## config.mk

```make
export PLATFORM = sky130hd
export DESIGN_NAME = pc_fetch_unit
export DESIGN_NICKNAME = d
export VERILOG_FILES = /design/src/rtl/pc_fetch_unit_pkg.sv /design/src/rtl/fetch_skid_reg.sv /design/src/rtl/pc_fetch_unit.sv
export SDC_FILE = /design/constraint.sdc
export NUM_CORES = 1
export LEC_CHECK = 0
export BUFFER_PORTS_ARGS = -buffer_cell sky130_fd_sc_hd__buf_2
export CORE_MARGIN = 5
export CORE_UTILIZATION = 35
export CTS_CLUSTER_DIAMETER = 50
export DETAILED_ROUTE_END_ITERATION = 12
export GPL_TIMING_DRIVEN = 0
export PLACE_DENSITY_LB_ADDON = 0.1
export RECOVER_POWER = 25
export SLEW_MARGIN = 20
export SYNTH_ARGS = -nofsm -noshare
export SYNTH_HDL_FRONTEND = slang
export SYNTH_SLANG_ARGS = --single-unit
```

## constraint.sdc

```tcl
create_clock -name clk -period 2.3 [get_ports clk]
set_clock_uncertainty 0.15 [all_clocks]
set_input_delay 0.345 -clock clk [delete_from_list [all_inputs] [get_ports clk]]
set_output_delay 0.345 -clock clk [all_outputs]
set_load 0.005 [all_outputs]
```

## src/rtl/pc_fetch_unit_pkg.sv

```systemverilog
// Shared types and constants for the instruction-fetch stage.
package pc_fetch_unit_pkg;

  typedef logic [1:0] fetch_state_t;
  localparam fetch_state_t ST_IDLE = 2'd0;
  localparam fetch_state_t ST_REQ  = 2'd1;
  localparam fetch_state_t ST_HOLD = 2'd2;

  localparam logic [31:0] PC_INCR          = 32'd4;
  localparam logic [31:0] RESET_PC_DEFAULT = 32'h0000_0000;

  typedef struct packed {
    logic [31:0] word;
    logic [31:0] pc;
  } fetch_entry_t;

endpackage

```

## src/rtl/fetch_skid_reg.sv

```systemverilog
// One-entry skid buffer holding a fetched word and its PC while the IF/ID slot is stalled.
module fetch_skid_reg
  import pc_fetch_unit_pkg::*;
(
  input  logic         clk,
  input  logic         rst_n,
  input  logic         load,
  input  logic         clear,
  input  logic         drain,
  input  fetch_entry_t load_entry,
  output fetch_entry_t entry,
  output logic         valid
);

  // Clear (redirect flush) beats a load arriving in the same cycle.
  always_ff @(posedge clk or negedge rst_n) begin
    if (!rst_n) begin
      entry <= '0;
      valid <= 1'b0;
    end else if (clear) begin
      valid <= 1'b0;
    end else if (load) begin
      entry <= load_entry;
      valid <= 1'b1;
    end else if (drain) begin
      valid <= 1'b0;
    end
  end

endmodule

```

## src/rtl/pc_fetch_unit.sv

```systemverilog
// Instruction-fetch stage: PC register, imem req/ack handshake, IF/ID output slot with skid.
// Optional macro PC_ALIGN_CHECK_EN: word-align redirect targets and flag misaligned ones.
module pc_fetch_unit
  import pc_fetch_unit_pkg::*;
#(
  parameter logic [31:0] RESET_PC = RESET_PC_DEFAULT
) (
  input  logic        clk,
  input  logic        rst_n,
  input  logic        redirect,
  input  logic [31:0] redirect_pc,
  input  logic        stall,
  output logic        imem_req,
  output logic [31:0] imem_addr,
  input  logic        imem_ack,
  input  logic [31:0] imem_data,
  output logic        instr_valid,
  output logic [31:0] instr,
  output logic [31:0] instr_pc,
  output logic [31:0] pc_plus4,
  output logic        misalign_err
);

  fetch_state_t state, state_nx;
  logic [31:0]  pc, pc_nx;
  logic [31:0]  addr_q, addr_nx;
  logic [31:0]  redirect_target;
  logic         kill, kill_nx;
  logic         instr_valid_nx;
  fetch_entry_t out_q, out_nx;
  fetch_entry_t skid_entry;
  logic         skid_valid, skid_load, skid_clear, skid_drain;
  logic         slot_free;

`ifdef PC_ALIGN_CHECK_EN
  assign redirect_target = {redirect_pc[31:2], 2'b00};

  always_ff @(posedge clk or negedge rst_n) begin
    if (!rst_n) misalign_err <= 1'b0;
    else if (redirect && (redirect_pc[1:0] != 2'b00)) misalign_err <= 1'b1;
  end
`else
  assign redirect_target = redirect_pc;
  assign misalign_err    = 1'b0;
`endif

  assign imem_req  = (state == ST_REQ);
  assign imem_addr = addr_q;
  assign instr     = out_q.word;
  assign instr_pc  = out_q.pc;
  assign pc_plus4  = out_q.pc + PC_INCR;
  assign slot_free = !instr_valid || !stall;

  // NOTE: every signal assigned here gets a default first so no latch is inferred.
  always_comb begin
    state_nx       = state;
    pc_nx          = pc;
    kill_nx        = kill;
    instr_valid_nx = instr_valid;
    out_nx         = out_q;
    skid_load      = 1'b0;
    skid_clear     = 1'b0;
    skid_drain     = 1'b0;
    if (redirect) begin
      // A response still owed to the old stream must be swallowed when it arrives.
      instr_valid_nx = 1'b0;
      skid_clear     = 1'b1;
      pc_nx          = redirect_target;
      kill_nx        = imem_req && !imem_ack;
      state_nx       = ST_REQ;
    end else begin
      case (state)
        ST_IDLE: state_nx = ST_REQ;
        ST_REQ: begin
          if (imem_ack && kill) begin
            kill_nx = 1'b0;
          end else if (imem_ack) begin
            pc_nx = pc + PC_INCR;
            if (slot_free) begin
              out_nx         = '{word: imem_data, pc: addr_q};
              instr_valid_nx = 1'b1;
            end else begin
              skid_load = 1'b1;
              state_nx  = ST_HOLD;
            end
          end else if (instr_valid && !stall) begin
            instr_valid_nx = 1'b0;
          end
        end
        ST_HOLD: begin
          if (!stall) begin
            out_nx         = skid_entry;
            instr_valid_nx = skid_valid;
            skid_drain     = 1'b1;
            state_nx       = ST_REQ;
          end
        end
        default: state_nx = ST_IDLE;
      endcase
    end
    // The address of an outstanding killed request must stay stable until its ack.
    addr_nx = kill_nx ? addr_q : pc_nx;
  end

  // NOTE: sequential state uses non-blocking assignments so all registers update together.
  always_ff @(posedge clk or negedge rst_n) begin
    if (!rst_n) begin
      state       <= ST_IDLE;
      pc          <= RESET_PC;
      addr_q      <= RESET_PC;
      kill        <= 1'b0;
      instr_valid <= 1'b0;
      out_q       <= '0;
    end else begin
      state       <= state_nx;
      pc          <= pc_nx;
      addr_q      <= addr_nx;
      kill        <= kill_nx;
      instr_valid <= instr_valid_nx;
      out_q       <= out_nx;
    end
  end

  fetch_skid_reg u_skid (
    .clk        (clk),
    .rst_n      (rst_n),
    .load       (skid_load),
    .clear      (skid_clear),
    .drain      (skid_drain),
    .load_entry ('{word: imem_data, pc: addr_q}),
    .entry      (skid_entry),
    .valid      (skid_valid)
  );

endmodule

```

==> results of run 1 <==
==> flip-flops by register name, indices dropped and copies added (netlist names) <==
name / count
kill: 1
u_skid.valid: 1
instr_valid: 1
state: 2
pc: 32
instr_pc: 32
instr: 32
imem_addr: 32
u_skid.entry: 64
==> Yosys cell counts, drive strengths merged, types with 2 or more instances <==
library cell and number:
and2 5, clkbuf 29, or4 2, nor4 14
a41oi 2, nor2 43, nand2b 3, or4b 2
a21oi 13, nand4 11, a31oi 3, o211ai 5
mux2i 68, nand2 124, dfrtp 197, or3 2
buf 19, and3 13, o21ai 80, ha 2
o22ai 3, nor3 10, nand3 21, a221o 5
mux2 81, a22oi 3, xnor2 36, and4 8
inv 8, xor2 12, o31ai 5, nor2b 2
==> layer usage <==
metal  global-route usage (%)  share of wire [%]  up-vias
met2                     29.3                 47      171
li1                         -                  -     3556
met3                     3.54                4.2       24
met5                        0              0.047        -
met1                     25.1                 47     3623
met4                     4.85                1.5        2
==> layout make-up <==
class	count	area [sq um]	share of cell area, %
Sequential cell	197	4950	40.6
Multi-Input combinational cell	594	4390	36.0
Timing Repair Buffer	260	1550	12.7
Clock buffer	18	429	3.52
Tap cell	335	419	3.44
Buffer	47	283	2.32
Clock inverter	14	141	1.16
Inverter	8	30.0	0.246
Antenna cell	1	2.50	0.0205
==> timing repair <==
action                     CTS  global route
hold buffers                19             0
pin swaps                    9            15
buffers inserted            20            19
gates resized for setup     77            53
gates cloned                 0             2
hold endpoints to repair    65             0
setup endpoints to repair  189           102
==> kinds of logic after synthesis <==
logic type	after synthesis	synth area share (%)
adder cells (fa/ha/maj)	2	0.270
multiplexers	149	17.2
flip-flops	197	53.3
other	1	0.0405
buffers and inverters	56	2.55
AO/OA/AOI/OAI	127	7.95
AND/OR/NAND/NOR	267	14.1
XOR/XNOR	48	4.62
==> power groups by stage <==
stage,clock (mW),combinational [mW],sequential [mW]
after floorplan,0,1.01,4.74
after global placement,0,1.98,4.88
after detailed placement,0,2.01,4.89
after CTS,3.01,2.23,4.80
after global routing,3.14,2.59,4.92
final,2.94,2.32,4.81
==> path summary, 6_finish.rpt <==
| kind | slack [ns] | depth (start not counted) | end |
|---|---|---|---|
| setup / recovery | -0.31 | 7 | pc_plus4[30] |
| hold / removal | 0.01 | 3 | pc[11] |
| setup reg to reg | -0.06 | 5 | imem_addr[24] |
| hold reg to reg | 0.33 | 2 | instr[19] |
| max in group asynchronous | 0.29 | 3 | state[1] |
| min in group asynchronous | 0.59 | 2 | instr[30] |
==> through the flow <==
stage	setup WS, ns	hold WS (ns)	TNS, ns	std cells
3_3_place_gp	-2.83	0.307	-617.66	1380
3_5_place_dp	-0.707	0.142	-65.51	1382
5_1_grt	-0.409	0.00142	-8.35	1473
4_1_cts	-0.384	0.000623	-6.01	1453
6_report	-0.313	0.0127	-4.76	1474
2_1_floorplan	0.0980	-0.101	0	847
==> critical path: stages (launching register included) <==
cell and delay [ns]:
dfrtp_2 0.39, nand4_1 0.18, nor4b_4 0.40, buf_4 0.19, and3_4 0.20, nand2_2 0.07, xnor2_2 0.13, buf_2 0.13
==> flow_summary.json, run 1 <==
{
  "place_congestion": 0.839,
  "rsz0062_at_grt": "true",
  "clkPwrFrac_pct": 29.2,
  "ys_warn_count": 0,
  "cts_tree": "built",
  "hold_violations": 0,
  "seq_power_share_pct": 47.8,
  "synth_cell_types": 57,
  "synth_fp_nets": 918,
  "ys_seq_elements": 197,
  "nFillCells": 2520,
  "die_width_um": 173,
  "final_max_slew_viol_count": 0,
  "layout.nets": 1196,
  "grt_antenna_before_repair": 1,
  "synth_area_leaders": "dfrtp_1 53%, mux2_2 9.9%, mux2i_1 7.4%",
  "dpl.hpwl_um": 20200,
  "drc_errors": 0,
  "min_from": "redirect_pc[11]",
  "power_frac_comb_pct": 23.0,
  "synth_edf_count": 0,
  "syn-instance-count": 847,
  "initial_core_util_pct": 35.5,
  "yosysTopAreaCell": "dfrtp_1",
  "clk_latency_ns": 0.44,
  "yosysSeqAreaShare_pct": 53.3,
  "drive_gt1_share_pct": 39.3,
  "io_pins": 200,
  "syn-cell-area_sq_mm": 0.00926,
  "cp_data_arrival_time_ns": 2.12,
  "grt_use_total_pct": 18.1,
  "dpl_cell_area_sq_mm": 0.0107,
  "synth_top_area_share_pct": 53.3,
  "overflow": 0,
  "vias": 7376,
  "drt-wirelength-per-cell_um": 18.8,
  "cellLeakagePower_nw": 5.62,
  "swShare_pct": 31.0,
  "synth_flop_cell": "dfrtp_1",
  "grt_pass1_vias": 7509,
  "die_area_sq_mm": 0.0298,
  "p_switching_mw": 3.12,
  "worstSetupPathType": "flip-flop to output pin",
  "maxCapViolCount": 0,
  "ant_nets": 0,
  "finalInstanceArea_sq_mm": 0.0122,
  "viasPerCell": 5.00,
  "cts_made_buffers": 17,
  "cp-startpoint": "instr_pc[10]",
  "final_util_pct": 46.8,
  "core_area_sq_mm": 0.0261,
  "reg2reg_from": "pc[12]",
  "clockRootBuffer": "clkbuf_16",
  "rows": 59,
  "violations": "negative setup slack",
  "syn_to_final_growth_pct": 31.8,
  "cp-end-kind": "output pin",
  "setup_violations": 23,
  "fmax_ghz": 0.383,
  "worstPathMaxFanout": 4,
  "powerDensity_mw_per_mm2": 825,
  "ir_drop_v": 0.000355,
  "final_cell_mix": "198 x buf_2, 179 x dfrtp_1, 118 x nand2_1",
  "setup_slack_ns": -0.313,
  "grt_pass1_wl_um": 43400,
  "worstMarginPinSlew_ns": 1.31,
  "critPathLaunchType": "flip-flop",
  "hp-class": "input port to flip-flop",
  "outcome": "complete, but fails checks",
  "io_buffers": 198,
  "cts_sinks": 197,
  "timing.final.crit_share_pct": 114,
  "drtIter0Drc": 347,
  "die_height_um": 173,
  "min_period_ns": 2.61,
  "slew_headroom_pct": 12.6,
  "clk_pin_slew_worst_paths_ns": 0.08,
  "drtPass1Iterations": 5,
  "synth_area_per_cell_sq_um": 10.9,
  "ys_async_sr_fraction_pct": 100,
  "power.internal_mw": 6.94,
  "clockBufferDepth": 2,
  "wirelength_um": 27700,
  "total_power_mw": 10.1,
  "grt_max_degree": 90,
  "cp.required_ns": 1.80,
  "htree_levels": 4,
  "mostFrequentLayoutCell": "buf_2"
}
Note: power is estimated with default switching activity, not from simulation.
==> run 2: changes to the inputs <==
SYNTH_HIERARCHICAL = 1   (was default)
==> run 2 against run 1 <==
- the run still ends with negative setup slack left
- non-clock buffer count is 16 higher
- count of clock-buffer cells in the layout is 2 higher
- design area is 4.7% higher
- first-iteration DRC count is 21% higher
- clock power hardly changed
- total power is 2.7% lower
- sequential share of layout area is 1.8 points lower
- critical path depth is 1 higher
- routed wire length is 0.88% lower
- combinational power is 2% lower
- sequential cell count stayed put
- critical path type unchanged
==> flow_summary.json, run 2 <==
{
  "met1_usage_pct": 24.4,
  "setup-tns-final_ns": -12.56,
  "top_register": "u_skid/entry",
  "clk_latency_ns": 0.43,
  "grt_pass1_vias": 7453,
  "io_buffers": 198,
  "reg2reg_from": "state[1]",
  "outcome": "complete, but fails checks",
  "cts_made_buffers": 17,
  "drc_errors": 0,
  "io_pins": 200,
  "mostFrequentLayoutCell": "buf_2",
  "ant_nets": 0,
  "synth_edf_count": 0,
  "fin_cells": 1477,
  "wirelength_um": 27500,
  "die_area_sq_mm": 0.0308,
  "min_from": "redirect_pc[30]",
  "yosysSeqAreaShare_pct": 51.5,
  "drtPass1Iterations": 5,
  "crit_family": "simple AND/OR/NAND/NOR gates",
  "syn-instance-count": 833,
  "viasPerCell": 4.90,
  "die_width_um": 175,
  "timing.final.crit_share_pct": 112,
  "ys_warn_count": 6,
  "setup_violations": 87,
  "hold_violations": 0,
  "maxCapViolCount": 0,
  "ys_async_sr_fraction_pct": 100,
  "holdPathStages": 2,
  "layout.nets": 1194,
  "dp_cells": 1374,
  "met2_usage_pct": 29.1,
  "core_area_sq_mm": 0.0270,
  "setup_slack_ns": -0.278,
  "final_cell_mix": "198 x buf_2, 179 x dfrtp_1, 108 x nand2_1",
  "final_util_pct": 47.4,
  "final_max_slew_viol_count": 0,
  "yosysTopAreaCell": "dfrtp_1",
  "cp_num_cells": 8,
  "synth_area_per_cell_sq_um": 11.5,
  "grt_antenna_before_repair": 0,
  "r2r_cells": 5,
  "crit_chain": "ha_2 > and3_4 > nand4_1 > buf_6 > nor2_4 > nand4_1 > xnor2_1 > buf_2",
  "timing.hold.ws_ns": 0.0178,
  "drtIter0Drc": 421,
  "die_height_um": 175,
  "gr-max-usage-layer": "met2",
  "synth_fp_nets": 904,
  "nFillCells": 2583,
  "cts_tree": "built",
  "htree_levels": 4,
  "largest_register_ffs": 64,
  "cellLeakagePower_nw": 5.96,
  "cp_data_arrival_time_ns": 2.08,
  "syn-cell-area_sq_mm": 0.00958,
  "clockBufferDepth": 2,
  "slew_headroom_pct": 29.4,
  "violations": "negative setup slack",
  "fmax_ghz": 0.388,
  "clk_pin_slew_worst_paths_ns": 0.09,
  "hp-class": "input port to flip-flop",
  "cp.buffers_inverters": 2,
  "overflow": 0,
  "min_period_ns": 2.58,
  "vias": 7239,
  "cts_sinks": 197,
  "synth_cell_types": 54,
  "powerDensity_mw_per_mm2": 767,
  "drive_gt1_share_pct": 42.0,
  "dp_slack_ns": -0.720,
  "ys_seq_elements": 197,
  "worstMarginPinSlew_ns": 1.06,
  "synth_flop_cell": "dfrtp_1",
  "synth_most_common_cell": "dfrtp_1",
  "synth_area_leaders": "dfrtp_1 51%, mux2_4 9.6%, mux2i_1 6.8%",
  "synth_top_area_share_pct": 51.5,
  "initial_core_util_pct": 35.5,
  "clockRootBuffer": "clkbuf_16",
  "worst_path_largest_cell_delay_ns": 0.40,
  "cp-startpoint": "instr_pc[3]",
  "diodes": 0,
  "critical_path.slowest_cell": "dfrtp_1",
  "place_congestion": 0.865,
  "syn_to_final_growth_pct": 33.3,
  "critPathLaunchType": "flip-flop",
  "met3_usage_pct": 3.21,
  "grt_pass1_wl_um": 42900,
  "cp.required_ns": 1.80,
  "multi_input_area_sq_mm": 0.00466,
  "cp-end-kind": "output pin",
  "worstPathMaxFanout": 4,
  "register_area_sq_mm": 0.00495,
  "drt-wirelength-per-cell_um": 18.6,
  "rows": 60,
  "grt_max_degree": 78,
  "grt_use_total_pct": 17.6,
  "ir_drop_v": 0.000358,
  "worst_path_most_repeated_cell": "nand4_1",
  "worstSetupPathType": "flip-flop to output pin",
  "synth_commonest_cells": "197 x dfrtp_1, 113 x nand2_1, 80 x o21ai_0",
  "rsz0062_at_grt": "true",
  "dpl.hpwl_um": 19800
}
==> run 2: changes by cell type in the layout (fill, tap and decap cells not counted), moves of 5 or more <==
cell,before,now
clkbuf_1,20,13
nand2_1,118,108
mux2_4,1,64
buf_6,5,12
dlygate4sd3_1,19,26
nand4_1,11,17
mux2_2,80,25
buf_12,2,8
nor3_4,2,7
nor2_1,41,30
xor2_1,12,17
o211ai_1,5,0
==> run 2: path summary, 6_finish.rpt <==
kind / endpoint / slack, ns
worst max-delay path: pc_plus4[26] / -0.28
worst min-delay path: pc[30] / 0.02
worst max register to register: imem_addr[23] / -0.10
worst min register to register: instr[27] / 0.32
max in group asynchronous: instr_pc[20] / 0.07
min in group asynchronous: pc[1] / 0.24
==> run 2: logic make-up (layout without fill, tap and decap cells) <==
group,after synthesis,in the layout,share of synthesized area [%]
buffers and inverters,61,364,3.84
AOI/OAI and AO/OA,119,119,7.37
muxes,154,154,19.6
and+or+nand+nor,248,248,12.7
DFF,197,197,51.5
adders and majority gates,2,2,0.261
xor gates and xnor gates,51,51,4.66
other,1,1,0.0392
==> run 2: final cells by class <==
class                   instances  area share, %
clock buffers                  20           3.65
clock inverters                12          0.872
repair buffers                274           13.6
inverters                       9          0.265
flip-flops and latches        197           38.8
well taps                     341           3.34
plain buffers                  49           3.00
multi-input cells             575           36.5
==> run 2: what timing repair did <==
item	in CTS	in global routing
endpoints found under the hold margin	72	1
pin swaps	31	26
hold buffers	25	1
endpoints found under the setup margin	182	156
cloned	1	0
buffers inserted	35	12
resized for setup	98	60
==> run 2: layer usage <==
layer | up-vias | wire length, um
li1 | 3518 | -
met3 | 13 | 1110
met2 | 152 | 13200
met1 | 3556 | 13000
met5 | - | 0
met4 | 0 | 216
==> run 2: report_power, final <==
| part | total (mW) | switching (mW) | leakage [nW] | internal (mW) |
|---|---|---|---|---|
| combinational | 2.27 | 1.07 | 3.21 | 1.20 |
| clock | 2.95 | 1.43 | 0.283 | 1.52 |
| sequential | 4.57 | 0.512 | 2.46 | 4.06 |
| total | 9.79 | 3.01 | 5.96 | 6.78 |
==> run 2: stage by stage <==
step / area, sq um / power [mW]
finish: 12800 / 9.79
floorplan: 9580 / 5.55
global placement: 11000 / 6.62
CTS: 12500 / 9.86
global route: 12800 / 10.3
detailed placement: 11100 / 6.65
==> run 3: changes to the inputs <==
MAX_ROUTING_LAYER = met4   (was default)
PLACE_DENSITY = 0.6   (was default)
PLACE_DENSITY_LB_ADDON = default   (was 0.1)
==> run 3 against run 2 <==
- the flow still finishes with violations (negative setup slack)
- non-clock buffer count rose by 12
- sequential power barely moved
- sequential share of layout area fell by 0.43 points
- die area did not move
- register-to-register slack barely moved
- final cell count rose by 0.95%
- design area rose by 1.0%
- routed wire length fell by 1.2%
- critical path depth did not move
- maximum frequency rose by 0.60%
- clock power rose by 2%
- setup slack improved by 0.015 ns
- critical path type unchanged
- largest cell class unchanged
- largest power group unchanged
==> flow_summary.json, run 3 (synthesis results as in run 2) <==
{
  "min_from": "imem_data[18]",
  "clockRootBuffer": "clkbuf_16",
  "hold_path_end": "u_skid/entry[50]",
  "outcome": "complete, but fails checks",
  "worstMarginPinSlew_ns": 1.31,
  "rows": 60,
  "critical_path.slowest_cell": "dfrtp_1",
  "wirelength_um": 27200,
  "timing.rr.end": "pc[29]",
  "drt-wirelength-per-cell_um": 18.2,
  "drc_errors": 0,
  "cp-end-kind": "output pin",
  "ir_drop_v": 0.000563,
  "violations": "negative setup slack",
  "cp.required_ns": 1.80,
  "total_power_mw": 9.93,
  "maxCapViolCount": 0,
  "min_period_ns": 2.56,
  "powerDensity_mw_per_mm2": 769,
  "drtPass1Iterations": 5,
  "viasPerCell": 4.94,
  "grt_use_total_pct": 17.8,
  "cp_num_cells": 8,
  "place_congestion": 0.835,
  "drtIter0Drc": 401,
  "critPathLaunchType": "flip-flop",
  "multi_input_area_sq_mm": 0.00468,
  "holdPathStages": 2,
  "rrSetupSlack_ns": -0.09,
  "crit_chain": "ha_2 > and3_4 > nand4_1 > buf_6 > nor2_4 > nand4_1 > xnor2_1 > buf_2",
  "rsz0062_at_grt": "true",
  "crit_family": "simple AND/OR/NAND/NOR gates",
  "slew_headroom_pct": 12.4,
  "die_height_um": 175,
  "dpl.hpwl_um": 19500,
  "grt_pass1_wl_um": 42200,
  "cp_data_arrival_time_ns": 2.07,
  "cp.buffers_inverters": 2,
  "clockBufferDepth": 2,
  "ant_nets": 0,
  "layout.nets": 1206,
  "clk_pin_slew_worst_paths_ns": 0.07,
  "drive_gt1_share_pct": 42.4,
  "die_width_um": 175,
  "timing.final.crit_share_pct": 111,
  "grt_antenna_before_repair": 2,
  "worst_path_largest_cell_delay_ns": 0.40,
  "final_util_pct": 47.9,
  "io_pins": 200,
  "final_cell_mix": "202 x buf_2, 182 x dfrtp_1, 110 x nand2_1",
  "register_area_sq_mm": 0.00495,
  "setup_violations": 28,
  "cts_tree": "built",
  "grt_max_degree": 85,
  "worstPathMaxFanout": 4,
  "nFillCells": 2498,
  "core_area_sq_mm": 0.0270,
  "largest_register_ffs": 64,
  "grt_pass1_vias": 7486,
  "final_max_slew_viol_count": 0,
  "fmax_ghz": 0.390,
  "clk_latency_ns": 0.44,
  "die_area_sq_mm": 0.0308,
  "hp-class": "input port to flip-flop",
  "mostFrequentLayoutCell": "buf_2",
  "cellLeakagePower_nw": 6.07,
  "worstSetupPathType": "flip-flop to output pin",
  "reg2reg_from": "state[1]",
  "initial_core_util_pct": 35.5,
  "io_buffers": 198,
  "hold_violations": 0,
  "r2r_cells": 7,
  "setup_slack_ns": -0.263,
  "cts_sinks": 197,
  "overflow": 0,
  "top_register": "u_skid/entry",
  "htree_levels": 4,
  "syn_to_final_growth_pct": 34.7,
  "worst_path_most_repeated_cell": "nand4_1",
  "cts_made_buffers": 17,
  "vias": 7369
}
## run 3: cell count changes in the layout (fill, tap and decap cells not counted), moves of 4 or more
cell,previous run,this run
buf_2,198,202
buf_4,41,47
clkbuf_1,13,9
clkbuf_2,11,15
clkbuf_8,4,0
clkinv_4,6,1
dlygate4sd3_1,26,31
inv_6,2,7
xnor2_2,3,7
## run 3: worst reg2reg max path, stage by stage, from the launching register on
cell and delay [ns]:
dfrtp_2 0.44, nand4bb_4 0.25, or4_4 0.55, buf_12 0.17, buf_8 0.13, nor3_2 0.22
xor2_1 0.12, mux2_2 0.27
## run 3: worst max path at each step
stage	startpoint	to	slack, ns
after floorplan	state[1]	imem_addr[26]	0.008
after global placement	rst_n	instr[5]	-2.71
after detailed placement	redirect	instr[15]	-0.81
after CTS	instr_pc[3]	pc_plus4[29]	-0.31
after global routing	instr_pc[3]	pc_plus4[26]	-0.37
final	instr_pc[3]	pc_plus4[26]	-0.26
## run 3: metal layers
layer | vias to the layer above | part of all wire (%) | track usage (%) | wire [um]
met2 | 187 | 48 | 29.0 | 13100
met4 | 0 | 0.75 | 3.25 | 203
li1 | 3549 | - | - | -
met1 | 3616 | 46 | 23.9 | 12600
met5 | - | 0 | - | 0
met3 | 17 | 4.7 | 3.12 | 1290
## run 3: area by class of cell
class,count,share of cell area (%)
repair buffers,286,14.2
inverters,9,0.262
clock inverters,15,1.24
well taps,341,3.31
plain buffers,49,3.03
diodes,2,0.0388
flip-flops and latches,197,38.3
clock buffers,17,3.30
multi-input cells,575,36.3
## run 3: per-stage QoR
stage / setup slack, ns / hold slack, ns / setup TNS, ns / instance area [sq um] / std cells
2_1_floorplan: 0.00760 / -0.101 / 0 / 9580 / 833
3_3_place_gp: -2.71 / 0.306 / -611.40 / 11000 / 1372
3_5_place_dp: -0.810 / 0.132 / -85.79 / 11100 / 1374
4_1_cts: -0.310 / 0.000238 / -3.65 / 12500 / 1474
5_1_grt: -0.366 / 0.00417 / -25.17 / 12900 / 1491
6_report: -0.263 / 0.0179 / -3.64 / 12900 / 1491
## run 3: what timing repair did
action,4_1_cts,5_1_grt
pin swaps,23,38
buffers inserted,40,15
hold buffers,31,0
endpoints found under the setup margin,176,132
gates resized for setup,81,78
endpoints found under the hold margin,79,0
## run 3: where the power goes
group	internal [mW]	switching [mW]	leakage [nW]
Sequential	4.06	0.518	2.47
Clock	1.55	1.47	0.292
Combinational	1.24	1.09	3.31
Total	6.85	3.08	6.07
